--- config.mk ---
export PLATFORM = sky130hd
export DESIGN_NAME = d_imm_pipe
export DESIGN_NICKNAME = d
export VERILOG_FILES = /design/src/rtl/d_imm_pipe_pkg.sv /design/src/rtl/d_imm_pipe_imm_sel_decode.sv /design/src/rtl/d_imm_pipe.sv
export SDC_FILE = /design/constraint.sdc
export NUM_CORES = 1
export LEC_CHECK = 0
export CAP_MARGIN = 0
export CORE_MARGIN = 2
export CORE_UTILIZATION = 44
export DETAILED_ROUTE_END_ITERATION = 7
export HOLD_SLACK_MARGIN = 0.08
export PLACE_DENSITY_LB_ADDON = 0.25
export SLEW_MARGIN = 20
export SYNTH_ARGS = -nofsm -noshare
export SYNTH_HDL_FRONTEND = slang
export SYNTH_SLANG_ARGS = --single-unit
export TNS_END_PERCENT = 1
--- constraint.sdc ---
create_clock -name clk -period 2.3 [get_ports clk]
set_input_delay 0.345 -clock clk [delete_from_list [all_inputs] [get_ports clk]]
set_output_delay 0.345 -clock clk [all_outputs]
set_load 0.01 [all_outputs]
--- src/rtl/d_imm_pipe_pkg.sv ---
// Shared constants for the decode-stage immediate unit.
//   OPC_*  : RV base opcodes (inst[6:0]) recognised by the decoder.
//   IMM_*  : ImmSel encoding carried on out_imm_sel.
package d_imm_pipe_pkg;

  localparam logic [6:0] OPC_LOAD      = 7'b0000011;
  localparam logic [6:0] OPC_FENCE     = 7'b0001111;
  localparam logic [6:0] OPC_ARI_ITYPE = 7'b0010011;
  localparam logic [6:0] OPC_AUIPC     = 7'b0010111;
  localparam logic [6:0] OPC_STORE     = 7'b0100011;
  localparam logic [6:0] OPC_ARI_RTYPE = 7'b0110011;
  localparam logic [6:0] OPC_LUI       = 7'b0110111;
  localparam logic [6:0] OPC_BRANCH    = 7'b1100011;
  localparam logic [6:0] OPC_JALR      = 7'b1100111;
  localparam logic [6:0] OPC_JAL       = 7'b1101111;
  localparam logic [6:0] OPC_SYSTEM    = 7'b1110011;

  localparam logic [2:0] IMM_S     = 3'd0;
  localparam logic [2:0] IMM_B     = 3'd1;
  localparam logic [2:0] IMM_U     = 3'd2;
  localparam logic [2:0] IMM_J     = 3'd3;
  localparam logic [2:0] IMM_I     = 3'd4;
  localparam logic [2:0] IMM_SHAMT = 3'd5;
  localparam logic [2:0] IMM_CSR   = 3'd6;
  localparam logic [2:0] IMM_NONE  = 3'd7;

endpackage

--- src/rtl/d_imm_pipe_imm_sel_decode.sv ---
// Combinational immediate-type decoder.
//   opcode_i  : inst[6:0]
//   funct3_i  : inst[14:12]
//   imm_sel_o : IMM_* immediate type
//   illegal_o : opcode not recognised (shamt width check is done by the caller,
//               since it depends on XLEN and inst[25])
module d_imm_pipe_imm_sel_decode
  import d_imm_pipe_pkg::*;
(
  input  logic [6:0] opcode_i,
  input  logic [2:0] funct3_i,
  output logic [2:0] imm_sel_o,
  output logic       illegal_o
);

  always_comb begin
    imm_sel_o = IMM_NONE;
    illegal_o = 1'b0;
    case (opcode_i)
      OPC_STORE:             imm_sel_o = IMM_S;
      OPC_BRANCH:            imm_sel_o = IMM_B;
      OPC_LUI, OPC_AUIPC:    imm_sel_o = IMM_U;
      OPC_JAL:               imm_sel_o = IMM_J;
      OPC_JALR, OPC_LOAD:    imm_sel_o = IMM_I;
      // funct3 001 (SLLI) and 101 (SRLI/SRAI) carry a shift amount
      OPC_ARI_ITYPE:         imm_sel_o = (funct3_i[1:0] == 2'b01) ? IMM_SHAMT : IMM_I;
      // CSR*I forms put a 5-bit zimm in the rs1 field
      OPC_SYSTEM:            imm_sel_o = funct3_i[2] ? IMM_CSR : IMM_I;
      OPC_ARI_RTYPE,
      OPC_FENCE:             imm_sel_o = IMM_NONE;
      default: begin
        imm_sel_o = IMM_NONE;
        illegal_o = 1'b1;
      end
    endcase
  end

endmodule

--- src/rtl/d_imm_pipe.sv ---
// Decode-stage immediate unit: decodes the immediate type of an instruction and
// produces the extended immediate through a 1- or 2-stage valid/ready pipeline.
// Parameters: XLEN (32 or 64), STAGES (1 or 2), TAG_W (sideband width).
// Ports:
//   clk, reset       : clock, asynchronous active-high reset
//   flush            : drop all in-flight entries and this cycle's input
//   in_valid/in_ready: input handshake; in_inst instruction, in_tag sideband
//   out_valid/out_ready: output handshake
//   out_imm_sel      : IMM_* type, out_imm extended immediate
//   out_illegal      : unknown opcode or RV32 shift with inst[25] set
//   out_tag          : sideband carried unchanged
module d_imm_pipe
  import d_imm_pipe_pkg::*;
#(
  parameter int XLEN   = 32,
  parameter int STAGES = 1,
  parameter int TAG_W  = 32
) (
  input  logic             clk,
  input  logic             reset,
  input  logic             flush,
  input  logic             in_valid,
  output logic             in_ready,
  input  logic [31:0]      in_inst,
  input  logic [TAG_W-1:0] in_tag,
  output logic             out_valid,
  input  logic             out_ready,
  output logic [2:0]       out_imm_sel,
  output logic [XLEN-1:0]  out_imm,
  output logic             out_illegal,
  output logic [TAG_W-1:0] out_tag
);

  // Every format is built at 64 bits and truncated, which keeps the
  // replication counts non-zero for both XLEN values.
  function automatic logic [XLEN-1:0] imm_ext(input logic [31:0] inst,
                                               input logic [2:0]  sel);
    logic [63:0] v;
    logic        s;
    s = inst[31];
    case (sel)
      IMM_I:     v = {{52{s}}, inst[31:20]};
      IMM_S:     v = {{52{s}}, inst[31:25], inst[11:7]};
      IMM_B:     v = {{51{s}}, inst[31], inst[7], inst[30:25], inst[11:8], 1'b0};
      IMM_U:     v = {{32{s}}, inst[31:12], 12'b0};
      IMM_J:     v = {{43{s}}, inst[31], inst[19:12], inst[20], inst[30:21], 1'b0};
      IMM_SHAMT: v = {58'b0, ((XLEN == 64) ? inst[25] : 1'b0), inst[24:20]};
      IMM_CSR:   v = {59'b0, inst[19:15]};
      default:   v = 64'b0;
    endcase
    return v[XLEN-1:0];
  endfunction

  logic [2:0] dec_sel;
  logic       dec_illegal;
  logic       in_illegal;
  logic       in_fire;

  d_imm_pipe_imm_sel_decode u_imm_sel_decode (
    .opcode_i  (in_inst[6:0]),
    .funct3_i  (in_inst[14:12]),
    .imm_sel_o (dec_sel),
    .illegal_o (dec_illegal)
  );

  // RV32 has only a 5-bit shift amount; bit 25 set would be a 6-bit shamt.
  assign in_illegal = dec_illegal |
                      ((XLEN == 32) && (dec_sel == IMM_SHAMT) && in_inst[25]);

  // A flushed cycle never captures, even if in_ready is high.
  assign in_fire = in_valid && in_ready && !flush;

  if (STAGES == 1) begin : g_one

    logic             v_q, v_d;
    logic [2:0]       sel_q;
    logic [XLEN-1:0]  imm_q;
    logic             ill_q;
    logic [TAG_W-1:0] tag_q;

    assign in_ready = !v_q || out_ready;

    always_comb begin
      v_d = v_q;
      if (flush)          v_d = 1'b0;
      else if (in_fire)   v_d = 1'b1;
      else if (out_ready) v_d = 1'b0;
    end

    always_ff @(posedge clk or posedge reset) begin
      if (reset) begin
        v_q   <= 1'b0;
        sel_q <= IMM_NONE;
        imm_q <= '0;
        ill_q <= 1'b0;
        tag_q <= '0;
      end else begin
        v_q <= v_d;
        if (in_fire) begin
          sel_q <= dec_sel;
          imm_q <= imm_ext(in_inst, dec_sel);
          ill_q <= in_illegal;
          tag_q <= in_tag;
        end
      end
    end

    assign out_valid   = v_q;
    assign out_imm_sel = sel_q;
    assign out_imm     = imm_q;
    assign out_illegal = ill_q;
    assign out_tag     = tag_q;

  end else begin : g_two

    // Stage 1 holds the raw instruction and decode; stage 2 holds the immediate.
    logic             s1_v_q, s1_v_d;
    logic [31:0]      s1_inst_q;
    logic [2:0]       s1_sel_q;
    logic             s1_ill_q;
    logic [TAG_W-1:0] s1_tag_q;

    logic             s2_v_q, s2_v_d;
    logic [2:0]       s2_sel_q;
    logic [XLEN-1:0]  s2_imm_q;
    logic             s2_ill_q;
    logic [TAG_W-1:0] s2_tag_q;

    logic             s2_load;
    logic             s2_load_en;

    assign s2_load    = s1_v_q && (!s2_v_q || out_ready);
    assign s2_load_en = s2_load && !flush;
    assign in_ready   = !s1_v_q || s2_load;

    always_comb begin
      s1_v_d = s1_v_q;
      if (flush)        s1_v_d = 1'b0;
      else if (in_fire) s1_v_d = 1'b1;
      else if (s2_load) s1_v_d = 1'b0;
    end

    always_comb begin
      s2_v_d = s2_v_q;
      if (flush)          s2_v_d = 1'b0;
      else if (s2_load)   s2_v_d = 1'b1;
      else if (out_ready) s2_v_d = 1'b0;
    end

    always_ff @(posedge clk or posedge reset) begin
      if (reset) begin
        s1_v_q    <= 1'b0;
        s1_inst_q <= '0;
        s1_sel_q  <= IMM_NONE;
        s1_ill_q  <= 1'b0;
        s1_tag_q  <= '0;
      end else begin
        s1_v_q <= s1_v_d;
        if (in_fire) begin
          s1_inst_q <= in_inst;
          s1_sel_q  <= dec_sel;
          s1_ill_q  <= in_illegal;
          s1_tag_q  <= in_tag;
        end
      end
    end

    always_ff @(posedge clk or posedge reset) begin
      if (reset) begin
        s2_v_q   <= 1'b0;
        s2_sel_q <= IMM_NONE;
        s2_imm_q <= '0;
        s2_ill_q <= 1'b0;
        s2_tag_q <= '0;
      end else begin
        s2_v_q <= s2_v_d;
        if (s2_load_en) begin
          s2_sel_q <= s1_sel_q;
          s2_imm_q <= imm_ext(s1_inst_q, s1_sel_q);
          s2_ill_q <= s1_ill_q;
          s2_tag_q <= s1_tag_q;
        end
      end
    end

    assign out_valid   = s2_v_q;
    assign out_imm_sel = s2_sel_q;
    assign out_imm     = s2_imm_q;
    assign out_illegal = s2_ill_q;
    assign out_tag     = s2_tag_q;

  end

endmodule
# [After elaboration in Yosys (flattened, before gate mapping)]
# Index checks and enable logic that the tools add are counted.
[word_totals] regBits=69 input_bits=69 output_inout_bits=70 wordCells=43
[op_classes] n_eq_ne=18 muxes=8 n_bitwise=1 reduce_logical=11
[op_table] operator="32-bit case mux with 7 select lines" n=1
[op_table] operator="7-bit equality test, second input constant" n=4
[op_table] operator="7-bit by 6-bit equality test with 1-bit output, second input constant" n=3
[op_table] operator="3-bit case mux with 7 select lines" n=1
[op_table] operator="7-bit by 5-bit equality test with 1-bit output, second input constant" n=2
[op_table] operator="11-bit OR reduction" n=1
[op_table] operator="3-bit equality test, second input constant" n=3
[op_table] operator="7-bit by 2-bit equality test with 1-bit output, second input constant" n=1
[op_table] operator="7-bit by 4-bit equality test with 1-bit output, second input constant" n=1
[op_table] operator="3-bit by 2-bit equality test with 1-bit output, second input constant" n=2
[op_table] operator="1-bit two-way mux" n=5
[op_table] operator="2-bit OR reduction" n=2
[op_table] operator="3-bit by 1-bit equality test with 1-bit output, second input constant" n=1
[op_table] operator="1-bit logical AND" n=3
[op_table] operator="3-bit zero test" n=1
[op_table] operator="3-bit nonzero test" n=1
[op_table] operator="2-bit by 1-bit equality test with 1-bit output, second input constant" n=1
[op_table] operator="1-bit zero test" n=2
[op_table] operator="2-bit two-way mux" n=1
[op_table] operator="1-bit logical OR" n=1
[op_table] operator="1-bit OR" n=1

# [Logic depth before layout (Yosys ltp)]
[depth] word_depth=6 depth_mapped=8 ltp_nobuf=6

# [Cells and area by module]
# A second synthesis with hierarchy kept.
[unflattened] hier_cells=269 area_unflattened_um2=3293.2
[modules_own_cells] module="d_imm_pipe" instances=1 cells_each=245 area_per_inst_um2=3124.2 seq_area_each_um2=1730.4
[modules_own_cells] module="d_imm_pipe_imm_sel_decode" instances=1 cells_each=24 area_per_inst_um2=168.9 seq_area_each_um2=0.0

# [Worst setup path after synthesis]
# OpenSTA, ideal clock, no wires.
[synth_path] path_kind="input port to flip-flop" from="in in_inst[4]" to="reg g_one.imm_q[10], in the netlist out_imm[10]" setup_ns=0.140 arrival_ns=1.663 setup_slack_ns=0.498 cell_stages=6 cell_sequence="buf_4 > or3b_1 > a21oi_2 > nor2_2 > a311oi_4 > nor3_2"
[synth_between] elab_chain_len=5 elab_cells_between_ends=20 classes_between="15 x eq/ne; 2 x mux; 3 x reduce/logical"
[synth_lines] item="start, declared" line="d_imm_pipe.sv:24" source="input logic [31:0] in_inst,"
[synth_lines] item="7-bit equality test, or another cell as far along" line="d_imm_pipe_imm_sel_decode.sv:19" source="case (opcode_i)"
[synth_lines] item="2-bit OR reduction, on equally long branches"
[synth_lines] item="3-bit case mux with 7 select lines (*)" line="d_imm_pipe_imm_sel_decode.sv:19"
[synth_lines] item="3-bit equality test, or another cell as far along" line="d_imm_pipe.sv:41" source="case (sel)"
[synth_lines] item="32-bit case mux with 7 select lines (*)" line="d_imm_pipe.sv:41"
[synth_lines] item="end signal, assigned" line="d_imm_pipe.sv:101" source="imm_q <= imm_ext(in_inst, dec_sel);"
[synth_lines] item="end, declared" line="d_imm_pipe.sv:77" source="logic [XLEN-1:0] imm_q;"
# Mark *: on every way between the ends. The rest lies on a longest branch, timed or not.
# A chain may end at the register's enable or synchronous reset.

# [Worst setup path after layout]
[layout_path] from="in in_inst[3]" to="reg g_one.imm_q[25], in the netlist out_imm[25]"
# Same word-level chain as after synthesis.

==> run_results.csv <==
group,metric,value,unit
status,status,"finished, final reports clean",
logic_synthesis,yosysWarningCount,0,
floorplan,boundaryPins,139,
sta,timing.final.hold_violations,0,
run,maximum_capacitance_violations,0,
logic_synthesis,synth.yosys.seq_area_share,49.3,%
cts,cts_setup_buffers,0,
pwr,power_frac_clock,35.4,%
pwr,worst_ir_drop_vdd,0.275,mV
pwr,pwr_density_cell,622,nW/um2
cells_and_area,layout_common_cells,"138 x clkdlybuf4s50_1, 112 x nand2_1, 66 x dfrtp_1, 37 x a21oi_1, 26 x buf_4",
cts,cts-buffers-inserted,9,
drt,detail-route-antenna-nets,0,
floorplan,die_h,93.3,um
drt,finalWirelength,10.2,mm
logic_synthesis,postSynthCellCount,384,
placement,portBuffers,138,
pwr,power.sequential.fraction,41.9,%
sta,setup_viol,0,
cts,htree_num_levels,3,
worst_setup_path,path_class,"in -> reg",
grt,grt_pass1_wl,16.8,mm
floorplan,floorplan.die_area,8710,um2
floorplan,die_w,93.3,um
sta,achievable-frequency,510,MHz
cells_and_area,layout-drive-gt1-share,12.9,%
cells_and_area,flow.area_growth_from_synthesis,52.8,%
cells_and_area,nets,601,
grt,grt_start_max_net_pins,52,
logic_synthesis,synth_area,3510,um2
sta,final.min_clock_period,1960,ps
worst_setup_path,ff2ff_path_depth,8,
logic_synthesis,synth_fp_nets,453,
cts,cts_tree,"yes",
logic_synthesis,synth-async-reset-ratio,100,%
floorplan,row_count,32,
floorplan,placeableCoreArea,7730,um2
cts,cts-hold-fix-buffers,0,
worst_setup_path,cp_data_arrival_time,2210,ps
grt,grt_overflow_total,0,
cts,clk-insertion-delay-late,340,ps
logic_synthesis,yosys_register_bits,69,
pwr,netSwitchingFraction,26.0,%
cts,cts.sink_count,69,
placement,finalWeightedCongestion,0.845,
logic_synthesis,synth-main-ff-cell,"dfrtp_1",
cells_and_area,antenna-diode-count,0,
placement,dpl.hpwl,7.48,mm
logic_synthesis,yosys.cell_types.count,51,
worst_setup_path,worstSetupStartpointType,"input pin",
pwr,power.switching,0.000866,W
sta,setup_total_negative_slack,0,ps
cells_and_area,mostFrequentLayoutCell,"clkdlybuf4s50_1",
grt,grt_antenna_before_repair,0,
cts,ctsResizeCount,0,
sta,final.setup_skew,7.29,ps
drt,post_detailed_route_via_to_cell_ratio,5.48,
cts,cts-root-buf,"clkbuf_8",
worst_setup_path,worst_setup_path_end_kind,"flip-flop",
sta,final-max-slew-violation-count,0,
grt,grt_pass1_vias,3540,
floorplan,floorplan.initialDensity,45.4,%
logic_synthesis,synth_enable_flop_cells,0,
drt,via_count,3499,
cts,path_clk_slew,80,ps
sta,tightest_slew,555,ps
sta,grt_setup_unrepaired,"false",
pwr,power.combinational.fraction,22.7,%
min_path,hold_path_class,"in -> async",
worst_setup_path,critical_path_required,2550,ps
drt,first_iter_violations,191,
drt,routed_wirelength_normalized_by_instance_count,16.0,um
worst_setup_path,path_max_fanout,10,
sta,slew-limit-headroom,63.0,%
drt,detail_route.first_pass.iterations,4,
logic_synthesis,synthesis.area_per_instance,9.14,um2
drt,drc,0,
cts,clk_path_buf_depth,2,
grt,track_usage,24.4,%
sta,fin_hold_ws,370,ps
pwr,power.static_leakage,2.29,nW
sta,part_of_the_cycle_the_worst_path_needs,85.2,%
pwr,internal_power,0.00247,W
[cells in the mapped netlist, drive strengths merged (2+ instances only)]
cell,number,share of area (%)
nor2b,5,1.1
dfstp,3,2.2
a221oi,15,3.7
o21ai,3,0.43
dfrtp,66,47
nand3,3,0.43
nor4,2,0.78
a21oi,39,6.0
a221o,11,3.1
a31oi,15,2.9
nand3b,3,0.64
o31ai,2,0.43
nand4,2,0.36
clkbuf,13,1.4
and2,2,0.36
inv,4,0.43
nor3,20,3.9
and4bb,2,0.71
nor2,25,2.7
nand2,113,12
a311oi,2,1.0
xor2,2,0.50
buf,18,3.6
[worst max-delay path, stage by stage]
cell and delay, ps:
clkdlybuf4s50_1 480, buf_12 180, o41a_4 490, a21oi_4 220, buf_4 200, a31oi_1 90, nor3_1 200
[power groups by stage]
stage	combinational, W	sequential, W	clock [W]
5_1_grt	0.000828	0.00141	0.00126
6_report	0.000757	0.00140	0.00118
2_1_floorplan	0.000251	0.00147	0
4_1_cts	0.000766	0.00140	0.00121
3_5_place_dp	0.000763	0.00142	0
3_3_place_gp	0.000746	0.00141	0
[logic make-up (layout without fill, tap and decap cells)]
kind of cell,Yosys count,count (layout),share of synthesized area (%)
flops,69,69,49.3
simple gates,183,183,24.6
buf+inv,35,187,5.38
mux,1,1,0.321
xor+xnor,2,2,0.499
compound gates,94,94,19.9
[sequential cells by signal, indices dropped and copies added (netlist names)]
register / flops
out_illegal: 1
out_imm: 32
out_tag: 32
out_valid: 1
out_imm_sel: 3
[area by class of cell]
type	count	area, um2
well taps	102	128
clock inverters	6	113
inverters	4	15.0
repair buffers	168	1660
clock buffers	9	124
fillers	603	2370
multi-input cells	280	1600
flip-flops and latches	69	1730
[worst paths after layout]
kind                            slack [ps]       start     endpoint
worst max-delay path                   340  in_inst[3]  out_imm[25]
worst min-delay path                   370       reset  out_tag[18]
worst max register to register         530   out_valid  out_imm[25]
worst min register to register         480  out_tag[1]   out_tag[1]
max in group asynchronous             1450       reset   out_imm[4]
min in group clk                       480  out_tag[1]   out_tag[1]
[per-layer routing]
layer	routed length (um)	track usage, %	vias up
li1	-	-	1653
met1	4190	30.4	1692
met2	5100	41.4	141
met3	763	5.88	13
met4	133	8.33	0
met5	0	0	-
[through the flow]
step	instance area (um2)	utilization (%)	power (W)	setup slack, ps	std cells
2_1_floorplan	3510	-	0.00172	220	384
3_3_place_gp	5120	66.3	0.00216	26.2	623
3_5_place_dp	5120	66.3	0.00218	-17.6	623
4_1_cts	5360	69.4	0.00337	343	638
5_1_grt	5360	69.4	0.00350	224	638
6_report	5360	69.4	0.00333	340	638
(Power assumes the default switching activity.)
